`src/rtl/ram_access_ctrl.sv`:
```
`default_nettype none
// ============================================================================
// Module   : ram_access_ctrl
// Brief    : Burst read/write controller for a synchronous single-port RAM.
// Revision : 1.0 - initial release
// ============================================================================
module ram_access_ctrl #(
    parameter int DATA_W = 8,
    parameter int ADDR_W = 6
) (
    input  logic              clk,
    input  logic              rst,
    input  logic              start,
    input  logic              wr_mode,
    input  logic [ADDR_W-1:0] base_addr,
    input  logic [ADDR_W:0]   len,
    output logic              busy,
    output logic              done,
    input  logic [DATA_W-1:0] wr_data,
    input  logic              wr_valid,
    output logic              wr_ready,
    output logic [DATA_W-1:0] rd_data,
    output logic              rd_valid,
    output logic [DATA_W-1:0] ram_data,
    output logic [ADDR_W-1:0] ram_addr,
    output logic              ram_we,
    input  logic [DATA_W-1:0] ram_q
);

    localparam logic [ADDR_W:0] c_depth = {1'b1, {ADDR_W{1'b0}}};

    localparam logic [2:0] c_idle  = 3'd0;
    localparam logic [2:0] c_write = 3'd1;
    localparam logic [2:0] c_read  = 3'd2;
    localparam logic [2:0] c_drain = 3'd3;
    localparam logic [2:0] c_done  = 3'd4;

    logic [2:0]        r_state;
    logic [2:0]        w_next_state;
    logic [ADDR_W-1:0] r_base;
    logic [ADDR_W:0]   r_len;
    logic [ADDR_W:0]   r_cnt;
    logic              r_rd_valid;
    logic [ADDR_W:0]   w_len_eff;
    logic [ADDR_W:0]   w_cnt_inc;
    logic [ADDR_W-1:0] w_addr;
    logic              w_xfer;

    // Oversized requests saturate to the full RAM depth.
    assign w_len_eff = (len > c_depth) ? c_depth : len;
    assign w_cnt_inc = r_cnt + {{ADDR_W{1'b0}}, 1'b1};
    assign w_addr    = r_base + r_cnt[ADDR_W-1:0];
    assign w_xfer    = wr_valid && (r_state == c_write);

    assign rd_data   = ram_q;
    assign rd_valid  = r_rd_valid;

    always_ff @(posedge clk or posedge rst) begin
        if (rst) begin
            r_state    <= c_idle;
            r_base     <= '0;
            r_len      <= '0;
            r_cnt      <= '0;
            r_rd_valid <= 1'b0;
        end else begin
            r_state    <= w_next_state;
            // RAM returns data one cycle after the address is issued.
            r_rd_valid <= (r_state == c_read);
            case (r_state)
                c_idle: begin
                    if (start) begin
                        r_base <= base_addr;
                        r_len  <= w_len_eff;
                        r_cnt  <= '0;
                    end
                end
                c_write: begin
                    if (w_xfer) begin
                        r_cnt <= w_cnt_inc;
                    end
                end
                c_read: begin
                    r_cnt <= w_cnt_inc;
                end
                default: begin
                end
            endcase
        end
    end

    always_comb begin
        w_next_state = r_state;
        busy         = 1'b0;
        done         = 1'b0;
        wr_ready     = 1'b0;
        ram_we       = 1'b0;
        ram_addr     = '0;
        ram_data     = '0;
        case (r_state)
            c_idle: begin
                if (start) begin
                    if (len == '0) begin
                        w_next_state = c_done;
                    end else if (wr_mode) begin
                        w_next_state = c_write;
                    end else begin
                        w_next_state = c_read;
                    end
                end
            end
            c_write: begin
                busy     = 1'b1;
                wr_ready = 1'b1;
                ram_we   = w_xfer;
                ram_addr = w_addr;
                ram_data = wr_data;
                if (w_xfer && (w_cnt_inc == r_len)) begin
                    w_next_state = c_done;
                end
            end
            c_read: begin
                busy     = 1'b1;
                ram_addr = w_addr;
                if (w_cnt_inc == r_len) begin
                    w_next_state = c_drain;
                end
            end
            c_drain: begin
                busy         = 1'b1;
                w_next_state = c_done;
            end
            c_done: begin
                done         = 1'b1;
                w_next_state = c_idle;
            end
            default: begin
                w_next_state = c_idle;
            end
        endcase
    end

endmodule
`default_nettype wire

```
`config.mk`:
```
export PLATFORM = sky130hd
export DESIGN_NAME = ram_access_ctrl
export DESIGN_NICKNAME = d
export VERILOG_FILES = /design/src/rtl/ram_access_ctrl.sv
export SDC_FILE = /design/constraint.sdc
export NUM_CORES = 1
export LEC_CHECK = 0
export CAP_MARGIN = 20
export CORE_UTILIZATION = 47
export DETAILED_ROUTE_END_ITERATION = 7
export PLACE_DENSITY_LB_ADDON = 0.1
export SLEW_MARGIN = 15
export SYNTH_ARGS = -nofsm -noshare
export SYNTH_HDL_FRONTEND = slang
export SYNTH_SLANG_ARGS = --single-unit
```
`constraint.sdc`:
```
create_clock -name clk -period 4.28 [get_ports clk]
set_input_delay 0.428 -clock clk [delete_from_list [all_inputs] [get_ports clk]]
set_output_delay 0.428 -clock clk [all_outputs]
set_load 0.05 [all_outputs]
```
==> impl_metrics.yaml, run 1 <==
setup_path:
  r2r-end: "r_cnt[6]"
  ff2ff_path_depth: 5
  cp.arrival_ns: 2.79
  timing.rr.start: "r_state[1]"
  start_kind: "register"
  worstSetupPathType: "register to output pin"
  cp_data_required_time_ns: 3.85
  r2r_setup_slack_ns: 2.46
  cp_max_fo: 11
  crit_path_end_kind: "output pin"
final_layout:
  layout-drive-gt1-share_pct: 7.66
  nets: 251
  areaGrowthSynthToFinish_pct: 29.0
  fillers: 251
  diodes: 0
  fin_area_um2: 2040
  final_cell_mix: "clkdlybuf4s50_1, dfrtp_1, nor2_1, o21ai_0, nand2_1"
  mostFrequentLayoutCell: "clkdlybuf4s50_1"
  utilization_pct: 65.3
clock_network:
  post_cts_buffers: 0
  clockBufferDepth: 2
  clk_latency_ns: 0.32
  cts_tree: "built"
  cts_max_level: 1
  numCtsBuffers: 3
  cts_root_buffer: "clkbuf_4"
  cts-resized-gates: 0
  clk_pin_slew_ns: 0.14
  cts.sinks: 24
  ctsHoldBuffers: 0
grt:
  grt_pass1_vias: 1238
  globalRouteTotalUtil_pct: 19.8
  grt-busiest-layer: "met2"
  grt_max_degree: 25
  grtUsageMet2_pct: 36.2
  grtUsageMet1_pct: 22.3
  met3_usage_pct: 5.19
  antenna_found_initial: 0
  gr-total-overflow: 0
  grt_first_pass_wirelength_mm: 5.33
synthesis:
  yosys-top-cells-area: "dfrtp_1, mux2_2, xor2_1, ha_1, o21ai_0"
  syn-instance-count: 174
  syn-num-nets: 215
  yosys_warnings: 0
  synth_top_area_share_pct: 37.9
  synth_largest_area_cell: "dfrtp_1"
  synth-edff-count: 0
  async_flop_share_pct: 100
  ys_ff_latch: 24
  synth_cell_types: 35
  synth_ff_type: "dfrtp_1"
  avgSynthCellArea_um2: 9.10
  ys_seq_area_share_pct: 37.9
  syn_area_um2: 1580
routing:
  drt-total-wl_mm: 3.34
  wl_per_cell_um: 13.2
  drtIter0Drc: 50
  antenna_left: 0
  via_count: 1309
  via_per_inst: 5.17
  drc: 0
  dr.pass1.iters: 4
sta:
  rsz0062_at_grt: "no"
  worstMarginPinSlew_ns: 0.927
  final.period_utilization_pct: 75.1
  max_freq_mhz: 311
  finalMaxSlewViolations: 0
  finalHoldViolations: 0
  setup_viol: 0
  relSlewSlack_pct: 38.1
  setup_tns_ns: 0
  fin_hold_ws_ns: 0.521
  period_minus_slack_ns: 3.21
  fin_skew_ns: 0.00278
die:
  die-area_um2: 3610
  std_cell_rows: 20
  core-area_um2: 3130
  start_util_pct: 50.6
  die_h_um: 60.1
  die_x_um: 60.1
  io_pins: 61
hold_path:
  min_to: "r_cnt[6]"
  min_path_cells: 1
  min-delay-start: "r_cnt[6]"
  min_path_type: "register to register"
pwr:
  power_mw: 1.69
  p_leak_nw: 0.880
  power.density_nw_per_um2: 826
  vdd_ir_drop_max_uv: 372
run:
  maxCapViolations: 0
placed_design:
  dp_hpwl_mm: 2.61
  placed_area_um2: 1990
  io_buffers: 44
  gp_congestion: 0.773
outcome:
  status: "finished clean"
[sequential cells by signal, indices dropped and copies added (netlist names)]
signal / count
r_cnt: 7
r_state: 3
r_base: 6
rd_valid: 1
r_len: 7
[Yosys cell counts (4+ instances only)]
cell,instances
buf_4,9
and2_1,10
nor2b_1,4
nor2_1,15
nand3_1,4
ha_1,6
dfrtp_1,24
o21ai_0,15
a21oi_1,5
mux2_2,7
nor3_1,4
inv_1,8
xor2_1,9
nand2_1,13
xnor2_1,8
nand2b_1,7
[through the flow]
stage	setup slack (ns)	cells
6_report	1.07	253
5_1_grt	0.779	253
4_1_cts	1.01	253
3_5_place_dp	1.40	249
3_3_place_gp	1.51	249
2_1_floorplan	1.81	174
[critical path: stages (launching register included)]
cell             delay, ns
dfrtp_1               0.50
nor3b_1               0.70
nor2_1                0.28
nor2_1                0.17
clkdlybuf4s50_1       0.81
[where the power goes]
| part | switching (mW) | internal, mW |
|---|---|---|
| Clock | 0.0717 | 0.0947 |
| Combinational | 0.701 | 0.425 |
| Sequential | 0.0861 | 0.308 |
| Total | 0.858 | 0.828 |
[layout make-up]
cell class	instances	area [um2]	area share, %
Inverter	8	30.0	1.47
Clock inverter	1	30.0	1.47
Tap cell	44	55.1	2.69
Clock buffer	3	22.5	1.10
Sequential cell	24	601	29.4
Timing Repair Buffer	45	448	21.9
Multi-Input combinational cell	128	857	41.9
[metal layers]
| metal | wire length, um | share of wire, % |
|---|---|---|
| met5 | 0 | 0 |
| met2 | 1650 | 49 |
| met1 | 1440 | 43 |
| met4 | 47 | 1.4 |
| met3 | 208 | 6.2 |
[cell families (layout without fill, tap and decap cells)]
family | after synthesis | in the layout | synth area share [%]
compound gates | 31 | 31 | 11.8
xor+xnor | 17 | 17 | 9.40
fa+ha+maj | 7 | 7 | 6.00
buf+inv | 22 | 57 | 7.98
flops | 24 | 24 | 37.9
mux | 7 | 7 | 4.98
simple gates | 66 | 66 | 22.0
[worst max-delay path by stage]
stage / from / to / slack [ns]
floorplan: r_cnt[0] / ram_addr[4] / 1.81
global placement: r_cnt[0] / ram_addr[4] / 1.51
detailed placement: r_state[0] / ram_addr[5] / 1.40
CTS: r_state[0] / ram_addr[5] / 1.01
global route: r_state[0] / ram_addr[4] / 0.78
finish: r_state[0] / ram_addr[5] / 1.07
Note: power is estimated with default switching activity, not from simulation.
==> run 2, diff against run 1 <==
--- a/config.mk
+++ b/config.mk
@@ -6,7 +6,7 @@
 export NUM_CORES = 1
 export LEC_CHECK = 0
 export CAP_MARGIN = 20
-export CORE_UTILIZATION = 47
+export CORE_UTILIZATION = 44
 export DETAILED_ROUTE_END_ITERATION = 7
 export PLACE_DENSITY_LB_ADDON = 0.1
 export SLEW_MARGIN = 15
==> constraint.sdc (replaced) <==
create_clock -name clk -period 3.12 [get_ports clk]
set_input_delay 0.312 -clock clk [delete_from_list [all_inputs] [get_ports clk]]
set_output_delay 0.312 -clock clk [all_outputs]
set_load 0.05 [all_outputs]
==> run 2 against run 1 <==
  * Sequential share of layout area decreased by 0.21 points
  * Worst hold slack worse by 0.057 ns
  * Critical path depth grew 2
  * Clock-buffer cell count is the same
  * Clock power grew 38%
  * Flip-flop and latch count stayed put
  * Worst setup slack got worse by 0.78 ns
  * Final area increased by 0.73%
  * First-iteration DRC count fell by 54%
  * Non-clock buffer count rose by 1
  * Wire length is 3.4% lower
  * Sequential power rose by 37%
==> impl_metrics.yaml, run 2 (synthesis results as in run 1) <==
sta:
  setup_tns_ns: 0
  rsz0062_at_grt: "no"
  finalHoldViolations: 0
  fin_skew_ns: 0.00981
  fin_hold_ws_ns: 0.465
  finalMaxSlewViolations: 0
  max_freq_mhz: 353
  final.period_utilization_pct: 90.8
  worstMarginPinSlew_ns: 0.907
  relSlewSlack_pct: 39.5
  setup_ws_ns: 0.288
  period_minus_slack_ns: 2.83
  setup_viol: 0
final_layout:
  areaGrowthSynthToFinish_pct: 29.9
  fin_area_um2: 2060
  diodes: 0
  multi_input_area_um2: 857
  layout-drive-gt1-share_pct: 8.10
  seq_area_um2: 601
  mostFrequentLayoutCell: "clkdlybuf4s50_1"
  reg.largest.list: "r_cnt x7, r_len x7, r_base x6"
  nets: 252
  fillers: 303
  final_cell_mix: "clkdlybuf4s50_1, dfrtp_1, nor2_1, o21ai_0, nand2_1"
clock_network:
  cts.sinks: 24
  ctsHoldBuffers: 0
  cts-resized-gates: 0
  cts_max_level: 1
  cts_root_buffer: "clkbuf_4"
  cts_tree: "built"
  clk_latency_ns: 0.32
  clockBufferDepth: 2
  post_cts_buffers: 0
  numCtsBuffers: 3
  clk_pin_slew_ns: 0.14
setup_path:
  crit_slowest_cell: "clkdlybuf4s50_1"
  start_kind: "register"
  max_stage_delay_ns: 0.80
  cp_max_fo: 7
  r2r_setup_slack_ns: 1.22
  timing.rr.start: "r_state[1]"
  crit_path_end_kind: "output pin"
  crit_chain: "ha_1 > inv_1 > fa_1 > xor2_1 > nor2_1 > clkdlybuf4s50_1"
  worstSetupPathType: "register to output pin"
  cp.arrival_ns: 2.52
  cp_data_required_time_ns: 2.81
  cp-startpoint: "r_cnt[0]"
die:
  start_util_pct: 46.7
  die-area_um2: 3840
  core-area_um2: 3390
  std_cell_rows: 21
  die_h_um: 62
  die_x_um: 62
  io_pins: 61
pwr:
  power_mw: 2.32
  power.density_nw_per_um2: 1130
  p_leak_nw: 0.915
  vdd_ir_drop_max_uv: 507
grt:
  globalRouteTotalUtil_pct: 18.9
  antenna_found_initial: 0
  gr-total-overflow: 0
  grt_first_pass_wirelength_mm: 5.20
  grt_pass1_vias: 1181
  grt_max_degree: 25
placed_design:
  dp_hpwl_mm: 2.57
  gp_congestion: 0.743
  placed_area_um2: 2000
  io_buffers: 44
  dp_slack_ns: 0.400
routing:
  drc: 0
  drt-total-wl_mm: 3.23
  drtIter0Drc: 23
  via_per_inst: 5.00
  wl_per_cell_um: 12.6
  dr.pass1.iters: 4
  antenna_left: 0
  via_count: 1280
run:
  maxCapViolations: 0
outcome:
  status: "finished clean"
hold_path:
  min_path_type: "primary input to asynchronous set/reset pin"
run 2: cell types whose count changed in the layout (fill, tap and decap cells not counted):
cell	change
buf_4	+1
clkdlybuf4s50_1	-2
dlymetal6s2s_1	+2
run 2: final timing paths:
| path | to | depth (start not counted) |
|---|---|---|
| setup / recovery | ram_addr[2] | 6 |
| hold / removal | r_cnt[3] | 2 |
| setup reg to reg | r_cnt[5] | 5 |
| hold reg to reg | r_base[3] | 1 |
| max in group asynchronous | r_base[2] | 2 |
| min in group clk | r_base[3] | 1 |
run 2: metrics by stage:
stage | cells | util [%]
finish | 256 | 60.7
detailed placement | 252 | 59.0
global placement | 252 | 59.0
CTS | 256 | 60.6
global route | 256 | 60.7
floorplan | 174 | -
run 2: where the power goes:
group / switching [mW] / internal, mW
clock: 0.0987 / 0.130
sequential: 0.117 / 0.423
combinational: 0.955 / 0.593
run 2: per-layer routing:
layer / global-route usage [%] / routed length [um]
met5: 0 / 0
met3: 2.07 / 189
met1: 22.3 / 1380
met4: 7.94 / 37
met2: 34.8 / 1630
run 2: final cells by class:
| class | instances | area share (%) |
|---|---|---|
| sequential | 24 | 29.2 |
| timing repair buffer | 46 | 22.4 |
| clock buffer | 3 | 1.09 |
| multi-input combinational | 128 | 41.6 |
| tap | 46 | 2.80 |
| clock inverter | 1 | 1.46 |
| inverter | 8 | 1.46 |
run 2: worst max-delay path, delay by kind of cell, from the launching register on:
family,cells,cell delay [ns]
buffers and inverters,2,0.86
adders and majority gates,2,0.61
DFF,1,0.49
xor gates and xnor gates,1,0.16
and+or+nand+nor,1,0.08
==> run 3, diff against run 2 <==
--- a/config.mk
+++ b/config.mk
@@ -6,7 +6,8 @@
 export NUM_CORES = 1
 export LEC_CHECK = 0
 export CAP_MARGIN = 20
-export CORE_UTILIZATION = 44
+export CORE_UTILIZATION = 45
+export CTS_BUF_LIST = sky130_fd_sc_hd__clkbuf_2
 export DETAILED_ROUTE_END_ITERATION = 7
 export PLACE_DENSITY_LB_ADDON = 0.1
 export SLEW_MARGIN = 15
==> run 3 against run 2 <==
  * Worst setup slack worse by 0.047 ns
  * Non-clock buffer count unchanged
  * Largest cell class unchanged
  * First-iteration DRC count up 110%
  * Sequential share of layout area up 0.16 points
  * Utilization up 0.14 points
  * Global-route usage up 0.19 points
==> impl_metrics.yaml, run 3 (synthesis results as in run 1) <==
die:
  io_pins: 61
  die-area_um2: 3760
  die_h_um: 61.3
  die_x_um: 61.3
  start_util_pct: 47.1
  std_cell_rows: 21
  core-area_um2: 3360
setup_path:
  worstSetupPathType: "register to output pin"
  crit_buf_inv: 2
  timing.rr.start: "r_state[1]"
  crit_path_end_kind: "output pin"
  start_kind: "register"
  cp.arrival_ns: 2.57
  crit_slowest_cell: "clkdlybuf4s50_1"
  max_stage_delay_ns: 0.80
  cp_data_required_time_ns: 2.81
  crit_chain: "ha_1 > inv_1 > fa_1 > xor2_1 > nor2_1 > clkdlybuf4s50_1"
  critical-path-top-delay-family: "buffers and inverters"
  r2r_setup_slack_ns: 1.23
  cp_max_fo: 7
  cp-startpoint: "r_cnt[0]"
clock_network:
  cts_max_level: 1
  clockBufferDepth: 2
  post_cts_buffers: 0
  clk_pin_slew_ns: 0.23
  cts.sinks: 24
  cts_root_buffer: "clkbuf_2"
  numCtsBuffers: 3
  clk_latency_ns: 0.34
  cts_tree: "built"
  ctsHoldBuffers: 0
pwr:
  p_leak_nw: 0.902
  power.density_nw_per_um2: 1120
  vdd_ir_drop_max_uv: 526
  power_mw: 2.30
sta:
  fin_hold_ws_ns: 0.437
  worstMarginPinSlew_ns: 0.927
  finalMaxSlewViolations: 0
  setup_viol: 0
  finalHoldViolations: 0
  period_minus_slack_ns: 2.88
  rsz0062_at_grt: "no"
  max_freq_mhz: 347
  setup_ws_ns: 0.242
  setup_tns_ns: 0
  final.period_utilization_pct: 92.3
  fin_skew_ns: 0.00684
  relSlewSlack_pct: 38.1
routing:
  via_per_inst: 5.13
  drtIter0Drc: 49
  drt-total-wl_mm: 3.37
  antenna_left: 0
  dr.pass1.iters: 4
  drc: 0
  via_count: 1312
  wl_per_cell_um: 13.1
final_layout:
  utilization_pct: 60.9
  final_cell_mix: "clkdlybuf4s50_1, dfrtp_1, nor2_1, o21ai_0, nand2_1"
  fillers: 307
  areaGrowthSynthToFinish_pct: 29.2
  layout-drive-gt1-share_pct: 8.10
  fin_area_um2: 2050
  mostFrequentLayoutCell: "clkdlybuf4s50_1"
  reg.largest.list: "r_cnt x7, r_len x7, r_base x6"
  nets: 252
  fin_cells: 256
  diodes: 0
grt:
  grt-busiest-layer: "met2"
  grtUsageMet2_pct: 35.2
  gr-total-overflow: 0
  grt_pass1_vias: 1166
  met3_usage_pct: 2.94
  grtUsageMet1_pct: 22.8
  antenna_found_initial: 0
  grt_max_degree: 25
  grt_first_pass_wirelength_mm: 5.22
  globalRouteTotalUtil_pct: 19.1
placed_design:
  dp_hpwl_mm: 2.74
  placed_area_um2: 2000
  dp_slack_ns: 0.438
  dp.cells: 252
  gp_congestion: 0.788
  io_buffers: 44
hold_path:
  min_path_type: "primary input to asynchronous set/reset pin"
run:
  maxCapViolations: 0
outcome:
  status: "finished clean"
-- run 3: area by class of cell --
type	instances	area, um2	area share [%]
Multi-Input combinational cell	128	857	41.9
Sequential cell	24	601	29.3
Timing Repair Buffer	46	457	22.3
Tap cell	46	57.6	2.81
Clock inverter	1	30.0	1.47
Inverter	8	30.0	1.47
Clock buffer	3	15.0	0.733
-- run 3: what timing repair did --
action,CTS,global route
resized for setup,1,1
cloned,0,0
setup endpoints to repair,1,1
endpoints found under the hold margin,0,0
-- run 3: metal layers --
layer  vias up  part of all wire, %
met5         -                    0
met1       620                   41
met3         4                  7.0
li1        648                    -
met2        40                   51
met4         0                 0.74
-- run 3: report_power, final --
| part | leakage [nW] | switching (mW) | internal [mW] |
|---|---|---|---|
| clock | 0.0266 | 0.0937 | 0.110 |
| combinational | 0.567 | 0.962 | 0.588 |
| sequential | 0.308 | 0.118 | 0.423 |
| total | 0.902 | 1.17 | 1.12 |
-- run 3: worst paths after layout --
check	to	cells past startpoint
max in group asynchronous	r_base[5]	2
worst min-delay path	r_base[4]	2
worst min register to register	r_cnt[6]	1
worst max register to register	r_cnt[5]	5
min in group clk	r_cnt[6]	1
worst max-delay path	ram_addr[2]	6
